File: src/rtl/excp_commit_pkg.sv
// Shared constants and types for the WB exception commit block: ecodes, estat.is
// bit positions, timer config bit positions, FSM/commit encodings.
package excp_commit_pkg;

    localparam int FLUSH_CYC_DEF = 2;

    localparam logic [5:0] ECODE_INT  = 6'h00;
    localparam logic [5:0] ECODE_SYS  = 6'h0B;
    localparam logic [5:0] ECODE_TLBR = 6'h3F;

    localparam int IS_HWI_LO = 2;
    localparam int IS_TI     = 11;
    localparam int IS_IPI    = 12;

    localparam int TMR_EN_BIT  = 0;
    localparam int TMR_PER_BIT = 1;

    typedef enum logic {
        ST_IDLE  = 1'b0,
        ST_FLUSH = 1'b1
    } state_t;

    typedef enum logic [1:0] {
        CM_NONE,
        CM_INT,
        CM_EXC,
        CM_ERTN
    } commit_t;

    // TLB refill exceptions vector to their own entry point.
    function automatic logic [31:0] excp_target(input logic [5:0]  ecode,
                                                input logic [31:0] eentry,
                                                input logic [31:0] tlbrentry);
        return (ecode == ECODE_TLBR) ? tlbrentry : eentry;
    endfunction

endpackage

File: src/rtl/excp_timer.sv
// Interval timer feeding estat.is[11]; only built when TIMER_EN is defined.
// Config word: {initval[W-1:2], periodic, en}; loads {initval, 2'b00}.
`ifdef TIMER_EN
module excp_timer
    import excp_commit_pkg::*;
#(
    parameter int TIMER_WID = 32
) (
    input  logic                 clk,
    input  logic                 rst_n,
    input  logic                 cfg_we,
    input  logic [TIMER_WID-1:0] cfg,
    input  logic                 clr,
    output logic [TIMER_WID-1:0] val,
    output logic                 ti
);

    logic [TIMER_WID-1:0] cnt_reg;
    logic [TIMER_WID-1:0] reload_reg;
    logic                 en_reg;
    logic                 per_reg;
    logic                 ti_reg;
    logic                 expire;

    assign expire = !cfg_we && en_reg && (cnt_reg == TIMER_WID'(1));
    assign val    = cnt_reg;
    assign ti     = ti_reg;

    always_ff @(posedge clk or negedge rst_n) begin
        if (!rst_n) begin
            cnt_reg    <= '0;
            reload_reg <= '0;
            en_reg     <= 1'b0;
            per_reg    <= 1'b0;
            ti_reg     <= 1'b0;
        end else begin
            if (cfg_we) begin
                reload_reg <= {cfg[TIMER_WID-1:2], 2'b00};
                cnt_reg    <= {cfg[TIMER_WID-1:2], 2'b00};
                en_reg     <= cfg[TMR_EN_BIT];
                per_reg    <= cfg[TMR_PER_BIT];
            end else if (en_reg && cnt_reg != '0) begin
                // One-shot parks at zero; periodic goes straight back to the reload value.
                if (expire)
                    cnt_reg <= per_reg ? reload_reg : '0;
                else
                    cnt_reg <= cnt_reg - TIMER_WID'(1);
            end
            if (clr)
                ti_reg <= 1'b0;
            else if (expire)
                ti_reg <= 1'b1;
        end
    end

endmodule
`endif

File: src/rtl/excp_commit.sv
// WB-stage commit of interrupts/exceptions/ertn into the CSR exception write port,
// plus flush/redirect and estat.is upkeep. Define TIMER_EN to add the interval timer.
module excp_commit
    import excp_commit_pkg::*;
#(
    parameter int FLUSH_CYC = FLUSH_CYC_DEF
`ifdef TIMER_EN
    ,
    parameter int TIMER_WID = 32
`endif
) (
    input  logic        clk,
    input  logic        rst_n,
    input  logic        wb_valid,
    input  logic [31:0] wb_pc,
    input  logic        wb_excp,
    input  logic [5:0]  wb_ecode,
    input  logic [8:0]  wb_esubcode,
    input  logic        wb_badv_we,
    input  logic [31:0] wb_badv,
    input  logic        wb_ertn,
    input  logic        csr_inst_we,
    input  logic        tlb_we,
    input  logic [7:0]  hwi,
    input  logic        ipi,
`ifdef TIMER_EN
    input  logic                 tmr_cfg_we,
    input  logic [TIMER_WID-1:0] tmr_cfg,
    input  logic                 tmr_clr,
    output logic [TIMER_WID-1:0] tmr_val,
`endif
    input  logic [1:0]  csr_plv,
    input  logic        csr_ie,
    input  logic [1:0]  csr_pplv,
    input  logic        csr_pie,
    input  logic [12:0] csr_lie,
    input  logic [12:0] csr_is,
    input  logic [1:0]  csr_swi,
    input  logic [31:0] csr_era,
    input  logic [31:0] csr_badv,
    input  logic [31:0] csr_eentry,
    input  logic [31:0] csr_tlbrentry,
    output logic        excp_we,
    output logic [1:0]  wr_plv,
    output logic        wr_ie,
    output logic [1:0]  wr_pplv,
    output logic        wr_pie,
    output logic [5:0]  wr_ecode,
    output logic [8:0]  wr_esubcode,
    output logic [12:0] wr_is,
    output logic [31:0] wr_era,
    output logic [31:0] wr_badv,
    output logic        flush,
    output logic        redirect_valid,
    output logic [31:0] redirect_pc
);

    localparam int CNT_W = (FLUSH_CYC > 1) ? $clog2(FLUSH_CYC) : 1;

    state_t             state_reg, state_next;
    logic [CNT_W-1:0]   cnt_reg;
    logic [7:0]         hwi_s1, hwi_s2;
    logic               ti;
    logic [12:0]        is_s;
    commit_t            commit;
    logic               is_upd;
    logic               we_next, ie_next, pie_next;
    logic [1:0]         plv_next, pplv_next;
    logic [5:0]         ecode_next;
    logic [8:0]         esubcode_next;
    logic [31:0]        era_next, badv_next, rpc_next;

`ifdef TIMER_EN
    excp_timer #(.TIMER_WID(TIMER_WID)) u_timer (
        .clk    (clk),
        .rst_n  (rst_n),
        .cfg_we (tmr_cfg_we),
        .cfg    (tmr_cfg),
        .clr    (tmr_clr),
        .val    (tmr_val),
        .ti     (ti)
    );
`else
    assign ti = 1'b0;
`endif

    always_ff @(posedge clk or negedge rst_n) begin
        if (!rst_n) begin
            hwi_s1 <= '0;
            hwi_s2 <= '0;
        end else begin
            hwi_s1 <= hwi;
            hwi_s2 <= hwi_s1;
        end
    end

    always_comb begin
        is_s                  = '0;
        is_s[1:0]             = csr_swi;
        is_s[IS_HWI_LO +: 8]  = hwi_s2;
        is_s[IS_TI]           = ti;
        is_s[IS_IPI]          = ipi;
    end

    always_comb begin
        commit = CM_NONE;
        if (state_reg == ST_IDLE && wb_valid) begin
            if (csr_ie && |(csr_is & csr_lie))
                commit = CM_INT;
            else if (wb_excp)
                commit = CM_EXC;
            else if (wb_ertn)
                commit = CM_ERTN;
        end
    end

    // Another CSR writer this cycle would lose to the exception port, so hold off.
    assign is_upd = (is_s[12:2] != csr_is[12:2]) && !csr_inst_we && !tlb_we;

    always_ff @(posedge clk or negedge rst_n) begin
        if (!rst_n) begin
            state_reg <= ST_IDLE;
            cnt_reg   <= '0;
        end else begin
            state_reg <= state_next;
            cnt_reg   <= (state_reg == ST_FLUSH) ? cnt_reg + CNT_W'(1) : '0;
        end
    end

    always_comb begin
        state_next = state_reg;
        case (state_reg)
            ST_IDLE:  if (commit != CM_NONE) state_next = ST_FLUSH;
            ST_FLUSH: if (cnt_reg == CNT_W'(FLUSH_CYC - 1)) state_next = ST_IDLE;
            default:  state_next = ST_IDLE;
        endcase
    end

    always_comb begin
        we_next       = (commit != CM_NONE) || is_upd;
        plv_next      = csr_plv;
        ie_next       = csr_ie;
        pplv_next     = csr_pplv;
        pie_next      = csr_pie;
        ecode_next    = wr_ecode;
        esubcode_next = wr_esubcode;
        era_next      = csr_era;
        badv_next     = csr_badv;
        rpc_next      = redirect_pc;
        case (commit)
            CM_INT, CM_EXC: begin
                pplv_next     = csr_plv;
                pie_next      = csr_ie;
                plv_next      = 2'd0;
                ie_next       = 1'b0;
                era_next      = wb_pc;
                if (wb_badv_we) badv_next = wb_badv;
                ecode_next    = (commit == CM_INT) ? ECODE_INT : wb_ecode;
                esubcode_next = (commit == CM_INT) ? 9'd0 : wb_esubcode;
                rpc_next      = excp_target(ecode_next, csr_eentry, csr_tlbrentry);
            end
            CM_ERTN: begin
                plv_next = csr_pplv;
                ie_next  = csr_pie;
                rpc_next = csr_era;
            end
            default: ;
        endcase
    end

    assign flush = (state_reg == ST_FLUSH);

    always_ff @(posedge clk or negedge rst_n) begin
        if (!rst_n) begin
            excp_we        <= 1'b0;
            redirect_valid <= 1'b0;
            redirect_pc    <= '0;
            wr_plv         <= '0;
            wr_ie          <= 1'b0;
            wr_pplv        <= '0;
            wr_pie         <= 1'b0;
            wr_ecode       <= '0;
            wr_esubcode    <= '0;
            wr_is          <= '0;
            wr_era         <= '0;
            wr_badv        <= '0;
        end else begin
            excp_we        <= we_next;
            redirect_valid <= (commit != CM_NONE);
            if (commit != CM_NONE) redirect_pc <= rpc_next;
            if (we_next) begin
                wr_plv      <= plv_next;
                wr_ie       <= ie_next;
                wr_pplv     <= pplv_next;
                wr_pie      <= pie_next;
                wr_ecode    <= ecode_next;
                wr_esubcode <= esubcode_next;
                wr_is       <= is_s;
                wr_era      <= era_next;
                wr_badv     <= badv_next;
            end
        end
    end

endmodule

File: config.mk
export PLATFORM = sky130hd
export DESIGN_NAME = excp_commit
export DESIGN_NICKNAME = d
export VERILOG_FILES = /design/src/rtl/excp_commit_pkg.sv /design/src/rtl/excp_timer.sv /design/src/rtl/excp_commit.sv
export SDC_FILE = /design/constraint.sdc
export NUM_CORES = 1
export LEC_CHECK = 0
export ABC_AREA = 1
export BUFFER_PORTS_ARGS = -buffer_cell sky130_fd_sc_hd__buf_2
export CAP_MARGIN = 20
export CORE_AREA = 2 2 151 153
export DETAILED_ROUTE_END_ITERATION = 12
export DIE_AREA = 0 0 153 155
export GPL_ROUTABILITY_DRIVEN = 0
export PLACE_DENSITY = 0.61
export SETUP_SLACK_MARGIN = 0.4
export SLEW_MARGIN = 5
export SYNTH_ARGS = -nofsm -noshare
export SYNTH_HDL_FRONTEND = slang
export SYNTH_SLANG_ARGS = --single-unit
File: constraint.sdc
create_clock -name clk -period 2 [get_ports clk]
set_input_delay 0.4 -clock clk [delete_from_list [all_inputs] [get_ports clk]]
set_output_delay 0.4 -clock clk [all_outputs]
set_load 0.03 [all_outputs]
After elaboration in Yosys (flattened, before gate mapping)
Cells that the tools add are included.
{"block": "word_totals", "output_inout_bits": 133, "regBits": 148, "inputBits": 258, "word_cells": 56}
{"block": "op_classes", "n_eq_ne": 5, "n_reduce_logical": 13, "bitwise_logic": 2, "n_mux": 19, "addsub": 1}
{"cell": "$mux W32", "n": 4}
{"cell": "$pmux W32 S2", "n": 1}
{"cell": "$and A13 B13 Y13", "n": 1}
{"cell": "$reduce_or A13 Y1", "n": 1}
{"cell": "$ne A11 B11 Y1", "n": 1}
{"cell": "$mux W2", "n": 5}
{"cell": "$mux W9", "n": 1}
{"cell": "$eq A6 B6 Y1 const B", "n": 1}
{"cell": "$mux W6", "n": 1}
{"cell": "$eq A2 B2 Y1 const B", "n": 2}
{"cell": "$logic_and A1 B1 Y1", "n": 4}
{"cell": "$mux W1", "n": 4}
{"cell": "$pmux W1 S2", "n": 2}
{"cell": "$pmux W2 S2", "n": 1}
{"cell": "$reduce_and A2 Y1", "n": 2}
{"cell": "$reduce_bool A2 Y1", "n": 2}
{"cell": "$eq A2 B1 Y1 const B", "n": 1}
{"cell": "$logic_not A1 Y1", "n": 2}
{"cell": "$reduce_or A2 Y1", "n": 1}
{"cell": "$add A1 B1 Y1 const B", "n": 1}
{"cell": "$logic_or A1 B1 Y1", "n": 1}
{"cell": "$not A1 Y1", "n": 1}

Depth between registers and ports, before layout
Gate-level depths: netlist of the first run.
{"block": "depth", "word_depth": 10, "depth_mapped": 17}

Least setup slack after synthesis of the first run
Ideal clock, no wire load.
{"block": "synth_path", "kind": "input -> register", "start": "input port csr_is[4]", "end": "register wr_era[31]", "stages": 11, "n_path_buf": 2, "arrival_time_ns": 2.272, "setup_ns": 0.117, "slack_ns": -0.390, "path_cell_list": "a22o_1 -> a21oi_1 -> nand3_1 -> nand2_1 -> nand3_1 -> ha_1 -> buf_2 -> clkbuf_1 -> mux2_2 -> nand2_1 -> nand2_1"}
{"block": "synth_via", "elab_chain_len": 8}
{"element": "start, declared", "line_no": "excp_commit.sv:37", "rtl": "input logic [12:0] csr_is,"}
{"element": "$and A13 B13 Y13", "line_no": "excp_commit.sv:108", "rtl": "if (csr_ie && |(csr_is & csr_lie))"}
{"element": "$reduce_or A13 Y1", "line_no": "excp_commit.sv:108"}
{"element": "$logic_and A1 B1 Y1", "line_no": "excp_commit.sv:108"}
{"element": "$mux W2", "line_no": "excp_commit.sv:108"}
{"element": "$mux W2", "line_no": "excp_commit.sv:107", "rtl": "if (state_reg == ST_IDLE && wb_valid) begin"}
{"element": "$eq A2 B1 Y1 / $eq A2 B2 Y1 (equally long branches)", "line_no": "excp_commit.sv:150", "rtl": "case (commit)"}
{"element": "$reduce_or A2 Y1", "line_no": "excp_commit.sv:150"}
{"element": "$mux W32", "line_no": "excp_commit.sv:150"}
{"element": "end signal, assigned", "line_no": "excp_commit.sv:199", "rtl": "wr_era <= era_next;"}
{"element": "end, declared", "line_no": "excp_commit.sv:51", "rtl": "output logic [31:0] wr_era,"}
Parallel ways exist; a longest one is shown, timed or not.
A chain may end at the register's enable or synchronous reset.

Final worst setup path of the first run
{"block": "layout_path", "start": "register state_reg (netlist: flush)", "end": "register wr_era[28]"}
{"block": "layout_via", "elab_chain_len": 6}
{"element": "start, declared", "line_no": "excp_commit.sv:60", "rtl": "state_t state_reg, state_next;"}
{"element": "start signal, assigned", "line_no": "excp_commit.sv:125", "rtl": "state_reg <= state_next;"}
{"element": "$not A1 Y1 *", "line_no": "excp_commit.sv:107"}
{"element": "$logic_and A1 B1 Y1 *", "line_no": "excp_commit.sv:107"}
{"element": "$mux W2 *", "line_no": "excp_commit.sv:107"}
{"element": "$eq A2 B1 Y1 / $eq A2 B2 Y1 (equally long branches)", "line_no": "excp_commit.sv:150"}
{"element": "$reduce_or A2 Y1", "line_no": "excp_commit.sv:150"}
{"element": "$mux W32", "line_no": "excp_commit.sv:150"}
Every way passes the cells marked *; elsewhere a longest branch is shown, timed or not.

==> out/qor.txt, run 1 <==
Outcome = finished, violations left
Violated checks = negative setup slack
CP cell instances = inv_2 > nand2_2 > inv_2 > nand2_2 > buf_4 > ha_4 > buf_12 > buf_6 > buf_16 > mux2_4 > nand2_1 > nand2_1
DRC = 0
Initial Util = 33.4%
CP max-delay cell = dfrtp_1
Via count = 7871
Setup crit end kind = flop
Critical Path AT = 2.35 ns
Initial antenna violation count = 2
Clk buf depth = 2
WL final = 28.9 mm
Mean Syn Cell Area = 8.43 µm²
H-tree depth = 4
Max Fclk = 0.491 GHz
Ys Warns = 0
Setup slack after layout = -0.0385 ns
RSZ-0062 raised after global routing = yes
Final Max Slew Viols = 0
Max VDD drop = 0.648 mV
Synth top area share = 49.9%
Hold Path Class = input pin to flop
Synthesis-to-finish area growth = 66.7%
Largest cells by area after synthesis = dfrtp_1 50%, nand2_1 13%, mux2_2 9.7%, nand3_1 6.7%, a21oi_1 4.5%
Share of cells above drive strength 1 = 50.8%
FF+latch count, synth = 148
Crit Path Max Fanout = 7
Hold Fails Final Rpt = 0
Core ar. = 22200 µm²
Register area share after synthesis = 49.9%
IO Port Bufs = 388
Tcrit/Tclk final = 102%
Vias per std cell = 4.85
Largest net degree at the start of global routing = 50
Global route overflow = 0
Setup TNS = -0.410 ns
Num ports = 391
Slowest stage delay, CP = 0.39 ns
Cells after Synth = 880
Biggest regs = redirect_pc x32, wr_badv x32, wr_era x32
Leakage = 6.78 nW
Worst skew pair latency = 0.43 ns
Die ar. = 23700 µm²
HPWL Detailed = 18.7 mm
Nets = 1587
# setup viols final = 25
Power per cell area = 1360 nW/µm²
Overall Global Routing Usage = 23.6%
Crit Path Category = flop to flop
Global-route wire length before repair = 43.7 mm
# rows = 55
Min Hold Slack = 0.0822 ns
Cell area after placement = 10200 µm²
Setup Skew = 0.0165 ns
Period minus WS final = 2.04 ns
Cell taking the most area after synthesis = dfrtp_1
Mean routed wirelength per cell = 17.8 µm
Pre-antenna DRT Iters = 5
CTS Sinks = 148
Critical path required time = 2.31 ns
Cell Area, Synth = 7420 µm²
R2R setup slack = -0.04 ns
Clock-pin slew on the worst setup and hold paths = 0.06 ns
Clock buffer count from CTS = 17
Root Driver = clkbuf_16
Vias in the first global route = 7993
Max-Cap Viols = 0
Antenna viol nets, final = 0
Chip width = 153 µm
Crit path launch type = flop
Post-route cell area = 12400 µm²
Number of distinct library cells after synthesis = 25
CTS tree = built
Initial DRC count = 386
Die height = 155 µm
[repair_timing]
item | 4_1_cts | 5_1_grt
gates cloned | 22 | 1
hold endpoints to repair | 39 | 0
gates resized for setup | 114 | 67
hold buffers | 1 | 0
pin swaps | 9 | 23
setup endpoints to repair | 129 | 131
buffers inserted | 19 | 11
[synth_stat cells]
| cell type | number |
|---|---|
| nand2_2 | 2 |
| clkbuf_1 | 32 |
| nand4_1 | 1 |
| o21bai_1 | 1 |
| a21oi_1 | 66 |
| inv_1 | 67 |
| conb_1 | 1 |
| o211ai_1 | 32 |
| nand2_4 | 1 |
| buf_4 | 3 |
| xnor2_1 | 4 |
| buf_1 | 3 |
| dfrtp_1 | 148 |
| a211oi_1 | 1 |
| a22o_1 | 1 |
| nand2_1 | 263 |
| mux2_2 | 64 |
| o21ai_0 | 6 |
| nor2_1 | 54 |
| or2_2 | 2 |
| buf_2 | 18 |
| nand3_1 | 100 |
| ha_1 | 4 |
| buf_6 | 4 |
| nor3_1 | 2 |
[final timing paths]
check                      depth (start not counted)         endpoint  startpoint
setup / recovery                                  12       wr_era[28]       flush
hold / removal                                     1        hwi_s1[0]      hwi[0]
setup reg to reg                                  12       wr_era[28]       flush
hold reg to reg                                    0        hwi_s2[6]   hwi_s1[6]
max in group asynchronous                          3      wr_badv[20]       rst_n
min in group asynchronous                          2  redirect_pc[23]       rst_n
[where the power goes]
part           switching [W]  internal (W)
Combinational        0.00519       0.00334
Sequential          0.000658       0.00413
Clock                0.00137       0.00211
[metal layers]
metal	vias up	wire length, µm	track usage (%)
met4	0	662	9.39
met5	-	0	0
met1	3760	12100	29.6
met3	36	1420	4.26
li1	3772	-	-
met2	303	14700	40.5
[metrics by stage]
step           cells  util [%]  power (W)  setup slack [ns]
6_report        1624      55.7     0.0168           -0.0385
5_1_grt         1623      55.7     0.0177            -0.155
4_1_cts         1610      54.1     0.0167           -0.0645
3_5_place_dp    1537      45.7     0.0118            -0.547
3_3_place_gp    1537      45.7     0.0118            -0.492
2_1_floorplan    881         -    0.00951            -0.143
[final cells by class]
class	instances	area (µm²)
tap	285	357
fill	2036	9850
timing repair buffer	479	3480
multi-input combinational	612	3950
inverter	67	254
clock buffer	18	429
clock inverter	13	199
antenna	2	5.00
sequential	148	3700
[cells by family after synthesis]
family                   after synthesis  synth area share, %
AND/OR/NAND/NOR                      425                 23.5
flip-flops                           148                 49.9
buffers and inverters                127                 7.28
AO/OA/AOI/OAI                        107                 8.41
multiplexers                          64                 9.71
adder cells (fa/ha/maj)                4                0.674
XOR/XNOR                               4                0.472
other                                  1               0.0505
[cell usage in the layout (no fill, tap or decap), types with 2 or more instances in the layout]
cell        netlist  layout
bufbuf_16         0       2
clkbuf_16         0      18
a21oi_1          66      64
mux2_4            0      62
o21ai_2           0       3
o211ai_1         32      32
dfrtp_1         148     148
buf_6             4      20
a21oi_2           0       2
buf_2            18     379
clkinvlp_4        0       2
nand2_8           0       9
nand3_2           0      16
buf_4             3      29
nand3_1         100      83
diode_2           0       2
conb_1            1       2
o21ai_1           0       2
nor2_1           54      53
nand2_4           1      10
ha_4              0       3
nand2_2           2      52
inv_2             0       5
buf_12            0      32
bufinv_16         0       4
xnor2_1           4       4
nand2_1         263     201
mux2_2           64       2
buf_16            0      14
inv_6             0       3
inv_1            67      61
clkinv_4          0       3
[worst max-delay path, delay by kind of cell (launching register included)]
family | cells | cell delay, ns
adders and majority gates | 1 | 0.36
DFF | 1 | 0.39
buffers and inverters | 6 | 0.64
muxes | 1 | 0.29
and+or+nand+nor | 4 | 0.24
Note: power is estimated with default switching activity, not from simulation.
==> run 2: changes to the inputs <==
==> constraint.sdc (replaced) <==
create_clock -name clk -period 1.75 [get_ports clk]
set_input_delay 0.35 -clock clk [delete_from_list [all_inputs] [get_ports clk]]
set_output_delay 0.35 -clock clk [all_outputs]
set_load 0.03 [all_outputs]
==> out/qor.txt, run 2 (synthesis gave the netlist of run 1 again) <==
Outcome = finished, violations left (unchanged)
Violated checks = negative setup slack (unchanged)
Setup crit start = csr_lie[4] (was flush)
Core ar. = 22200 µm² (unchanged)
HPWL Detailed = 19.2 mm (was 18.7 mm)
Via count = 7968 (was 7871)
Die height = 155 µm (unchanged)
Ant diodes = 0 (was 2)
IO Port Bufs = 388 (unchanged)
Chip width = 153 µm (unchanged)
H-tree depth = 4 (unchanged)
Most common cell after layout, fill and taps aside = buf_2 (unchanged)
Final Max Slew Viols = 0 (unchanged)
WL final = 29.1 mm (was 28.9 mm)
Clock buffer count from CTS = 17 (unchanged)
Hold Fails Final Rpt = 0 (unchanged)
Biggest regs = redirect_pc x32, wr_badv x32, wr_era x32 (unchanged)
# setup viols final = 119 (was 25)
Root Driver = clkbuf_16 (unchanged)
R2R Path Start = flush (unchanged)
Critical path required time = 2.05 ns (was 2.31 ns)
Clk buf depth = 2 (unchanged)
Place WS = -0.782 ns (was -0.547 ns)
Overall Global Routing Usage = 22.2% (was 23.6%)
# rows = 55 (unchanged)
CTS tree = built (unchanged)
Multi-input gate area = 3820 µm² (was 3950 µm²)
Vias per std cell = 4.80 (was 4.85)
Clock-pin slew on the worst setup and hold paths = 0.07 ns (was 0.06 ns)
Setup Skew = 0.00921 ns (was 0.0165 ns)
Worst Hold Launch = hwi[0] (unchanged)
Fillers = 1975 (was 2036)
Setup slack after layout = -0.272 ns (was -0.0385 ns)
Pre-antenna DRT Iters = 4 (was 5)
Leakage = 6.99 nW (was 6.78 nW)
Period minus WS final = 2.02 ns
Num ports = 391 (unchanged)
Max VDD drop = 0.736 mV (was 0.648 mV)
Sequential cell area = 3700 µm² (unchanged)
Max-Cap Viols = 0 (unchanged)
Initial antenna violation count = 0 (was 2)
Max Fclk = 0.494 GHz
Largest net degree at the start of global routing = 65 (was 50)
Setup crit end kind = flop (unchanged)
DRC = 0 (unchanged)
Synthesis-to-finish area growth = 74.8% (was 66.7%)
Global-route wire length before repair = 41.7 mm (was 43.7 mm)
Crit Path Category = input pin to flop (was flop to flop)
Worst skew pair latency = 0.41 ns (was 0.43 ns)
Tcrit/Tclk final = 116%
Initial DRC count = 384 (was 386)
RSZ-0062 raised after global routing = yes (unchanged)
Antenna viol nets, final = 0 (unchanged)
Crit path launch type = input pin (was flop)
Initial Util = 33.4% (unchanged)
Hold Path Class = input pin to flop (unchanged)
Nets = 1624 (was 1587)
Critical Path AT = 2.33 ns (was 2.35 ns)
Setup TNS = -20.39 ns (was -0.410 ns)
Die ar. = 23700 µm² (unchanged)
Share of cells above drive strength 1 = 51.9% (was 50.8%)
Vias in the first global route = 7584 (was 7993)
Global route overflow = 0 (unchanged)
CTS Sinks = 148 (unchanged)
Crit Path Max Fanout = 8 (was 7)
Leading cell types in the layout, fill and taps excluded = 254 x buf_2, 202 x nand2_1, 148 x dfrtp_1 (was 379 x buf_2, 201 x nand2_1, 148 x dfrtp_1)
Mean routed wirelength per cell = 17.5 µm (was 17.8 µm)
Power per cell area = 1590 nW/µm² (was 1360 nW/µm²)
## run 2: power by group
group | leakage (nW) | internal, W | switching [W]
combinational | 4.94 | 0.00513 | 0.00598
clock | 0.285 | 0.00232 | 0.00149
sequential | 1.77 | 0.00473 | 0.000931
total | 6.99 | 0.0122 | 0.00840
## run 2: routing by layer
layer  global-route usage [%]  wire length (µm)  share of wire [%]
met1                     28.8             12100                 42
met2                     38.9             15100                 52
met3                     4.09              1530                5.3
met4                     5.16               366                1.3
met5                        0                 0                  0
## run 2: layout make-up
type,count,area share [%]
flip-flops and latches,148,28.5
inverters,67,2.16
clock buffers,20,3.52
clock inverters,11,1.17
well taps,285,2.75
multi-input cells,611,29.4
repair buffers,517,32.4
## run 2: repair_timing
action                                 CTS  global route
setup endpoints to repair              168           251
gates resized for setup                114           336
endpoints found under the hold margin   32             0
hold buffers                             1             0
pin swaps                               32            25
cloned                                  13             6
buffers inserted                        22            35
## run 2: worst paths after layout
check,endpoint,slack (ns),cells past startpoint
setup reg to reg,wr_badv[9],-0.25,11
min in group asynchronous,redirect_pc[21],0.43,2
setup / recovery,wr_badv[9],-0.27,13
hold reg to reg,hwi_s2[1],0.35,0
max in group asynchronous,wr_ecode[0],0.72,3
hold / removal,hwi_s1[0],0.04,1
## run 2: critical path, cell delays in order
cell     delay (ns)
buf_6          0.09
a22o_4         0.26
a21oi_4        0.11
nand3_2        0.09
nand2_2        0.12
nand3_4        0.10
buf_6          0.13
ha_4           0.28
buf_12         0.16
nand2_4        0.14
mux2_2         0.36
nand2_1        0.07
nand2_1        0.05
## run 2: per-stage QoR
step           area (µm²)  hold slack [ns]  utilization (%)  power, W  cells
2_1_floorplan        7840           0.0544                -    0.0109    881
3_3_place_gp        10300            0.282             46.2    0.0135   1551
3_5_place_dp        10300            0.288             46.2    0.0135   1551
4_1_cts             11800           0.0157             52.9    0.0188   1618
5_1_grt             13000           0.0148             58.4    0.0216   1659
6_report            13000           0.0369             58.4    0.0206   1659
==> run 3: changes to the inputs <==
==> constraint.sdc (replaced) <==
create_clock -name clk -period 1.75 [get_ports clk]
set_input_delay 0.35 -clock clk [delete_from_list [all_inputs] [get_ports clk]]
set_output_delay 0.35 -clock clk [all_outputs]
set_load 0.02 [all_outputs]
==> out/qor.txt, run 3 (synthesis gave the netlist of run 1 again) <==
Worst skew pair latency = 0.42 ns (was 0.41 ns)
CTS Sinks = 148 (unchanged)
Biggest regs = redirect_pc x32, wr_badv x32, wr_era x32 (unchanged)
Core ar. = 22200 µm² (unchanged)
Multi-input gate area = 3860 µm² (was 3820 µm²)
Slew HR = 49.7%
Largest net degree at the start of global routing = 51 (was 65)
Setup slack after layout = -0.266 ns (was -0.272 ns)
Vias per std cell = 4.76 (was 4.80)
Power per cell area = 1490 nW/µm² (was 1590 nW/µm²)
Seq pwr share = 29.1% (was 27.5%)
Mean routed wirelength per cell = 17.2 µm (was 17.5 µm)
Violated checks = negative setup slack (unchanged)
Initial Util = 33.4% (unchanged)
Clk buf depth = 2 (unchanged)
Int Power = 0.0116 W (was 0.0122 W)
Critical path required time = 2.06 ns (was 2.05 ns)
Hold Path Class = input pin to flop (unchanged)
Setup Skew = 0.0125 ns (was 0.00921 ns)
Clock-pin slew on the worst setup and hold paths = 0.07 ns (about the same)
Outcome = finished, violations left (unchanged)
Cell area after placement = 10300 µm² (about the same)
Fillers = 1997 (was 1975)
Max-Cap Viols = 0 (unchanged)
IO Port Bufs = 388 (unchanged)
Setup crit end kind = flop (unchanged)
Clock Power Share = 19.6% (was 18.5%)
RSZ-0062 raised after global routing = yes (unchanged)
# setup viols final = 116 (was 119)
Overall Global Routing Usage = 22.8% (was 22.2%)
Root Driver = clkbuf_16 (unchanged)
Max VDD drop = 0.576 mV (was 0.736 mV)
Pre-antenna DRT Iters = 4 (unchanged)
Via count = 7938 (was 7968)
Period minus WS final = 2.02 ns (about the same)
Die ar. = 23700 µm² (unchanged)
Global-route wire length before repair = 42.5 mm (was 41.7 mm)
Vias in the first global route = 7827 (was 7584)
Final Max Slew Viols = 0 (unchanged)
Initial DRC count = 426 (was 384)
Antenna viol nets, final = 0 (unchanged)
# rows = 55 (unchanged)
Nets = 1630 (was 1624)
CTS tree = built (unchanged)
HPWL Detailed = 19.2 mm (about the same)
Share of cells above drive strength 1 = 52.1% (was 51.9%)
Worst Tran Pin Value = 0.750 ns
Sw frac = 39.2% (was 40.8%)
Tcrit/Tclk final = 115% (was 116%)
Crit Path Category = input pin to flop (unchanged)
Leakage = 6.90 nW (was 6.99 nW)
Global route overflow = 0 (unchanged)
WL final = 28.7 mm (was 29.1 mm)
Sequential cell area = 3700 µm² (unchanged)
DRC = 0 (unchanged)
Synthesis-to-finish area growth = 71.8% (was 74.8%)
Max Fclk = 0.496 GHz (was 0.494 GHz)
Crit path launch type = input pin (unchanged)
H-tree depth = 4 (unchanged)
Switch Pwr = 0.00747 W (was 0.00840 W)
Hold Fails Final Rpt = 0 (unchanged)
Chip width = 153 µm (unchanged)
Design Power = 0.0191 W (was 0.0206 W)
Most common cell after layout, fill and taps aside = buf_2 (unchanged)
Leading cell types in the layout, fill and taps excluded = 307 x buf_2, 207 x nand2_1, 148 x dfrtp_1 (was 254 x buf_2, 202 x nand2_1, 148 x dfrtp_1)
Crit Path Max Fanout = 10 (was 8)
Initial antenna violation count = 2 (was 0)
Die height = 155 µm (unchanged)
Clock buffer count from CTS = 17 (unchanged)
Num ports = 391 (unchanged)
Post-route cell area = 12700 µm² (was 13000 µm²)
Critical Path AT = 2.32 ns (was 2.33 ns)
Comb pwr share = 51.3% (was 54.0%)
[run 3: cell types whose count changed in the layout (fill, tap and decap cells not counted), moves of 4 or more]
cell and change:
mux2_4 +5, buf_2 +53, buf_4 -24, nand2_4 -5, nand2_1 +5, buf_12 +5, buf_6 -22, mux2_2 -5
buf_16 -5, nand2_8 +4
[run 3: final timing paths]
kind	from	to	slack, ns	cells past startpoint
max in group asynchronous	rst_n	wr_esubcode[7]	0.73	3
setup reg to reg	flush	wr_badv[0]	-0.22	11
min in group asynchronous	rst_n	redirect_pc[23]	0.42	2
hold / removal	hwi[6]	hwi_s1[6]	0.03	1
hold reg to reg	hwi_s1[0]	hwi_s2[0]	0.35	0
setup / recovery	csr_is[0]	redirect_pc[30]	-0.27	18
[run 3: timing repair]
action	in CTS	in global routing
gates resized for setup	132	160
cloned	11	5
setup buffers	25	36
setup endpoints to repair	153	207
hold buffers	1	0
hold endpoints to repair	34	0
pin swaps	34	17
[run 3: metal layers]
layer  global-route usage [%]  routed length, µm
met4                     6.88                662
met3                     4.65               1590
met2                     39.2              14300
met5                        0                 13
met1                     29.0              12100
[run 3: worst max-delay path: stages]
cell and delay [ns]:
buf_2 0.10, nand2_2 0.06, nand2_2 0.06, a211oi_2 0.22, nand3_2 0.14, nand2_4 0.10
nand2_2 0.05, nand2_2 0.07, inv_2 0.05, ha_4 0.15, inv_2 0.06, nand2_4 0.05
nor3_4 0.15, buf_6 0.17, nand2_4 0.10, clkbuf_16 0.21, o211ai_1 0.16, a21oi_1 0.08
[run 3: cell type report]
class,instances,area share (%)
Antenna cell,1,0.0196
Clock buffer,18,3.44
Clock inverter,13,1.16
Inverter,67,2.11
Multi-Input combinational cell,612,30.3
Sequential cell,148,29.1
Tap cell,285,2.80
Timing Repair Buffer,522,31.1
[run 3: power by group through the flow]
stage / sequential [W] / combinational, W / clock (W)
final: 0.00554 / 0.00977 / 0.00374
after global routing: 0.00568 / 0.0104 / 0.00398
after CTS: 0.00544 / 0.00845 / 0.00382
after detailed placement: 0.00544 / 0.00721 / 0
after global placement: 0.00544 / 0.00713 / 0
after floorplan: 0.00704 / 0.00287 / 0
[run 3: stage by stage]
step / utilization (%) / TNS, ns / setup WS [ns] / std cells / hold slack [ns]
6_report: 57.4 / -20.51 / -0.266 / 1666 / 0.0326
2_1_floorplan: - / -33.46 / -0.342 / 881 / 0.0544
4_1_cts: 53.3 / -23.97 / -0.300 / 1623 / 0.00801
5_1_grt: 57.3 / -32.40 / -0.410 / 1665 / 0.0129
3_3_place_gp: 46.4 / -92.06 / -0.805 / 1555 / 0.300
3_5_place_dp: 46.4 / -97.99 / -0.877 / 1555 / 0.307
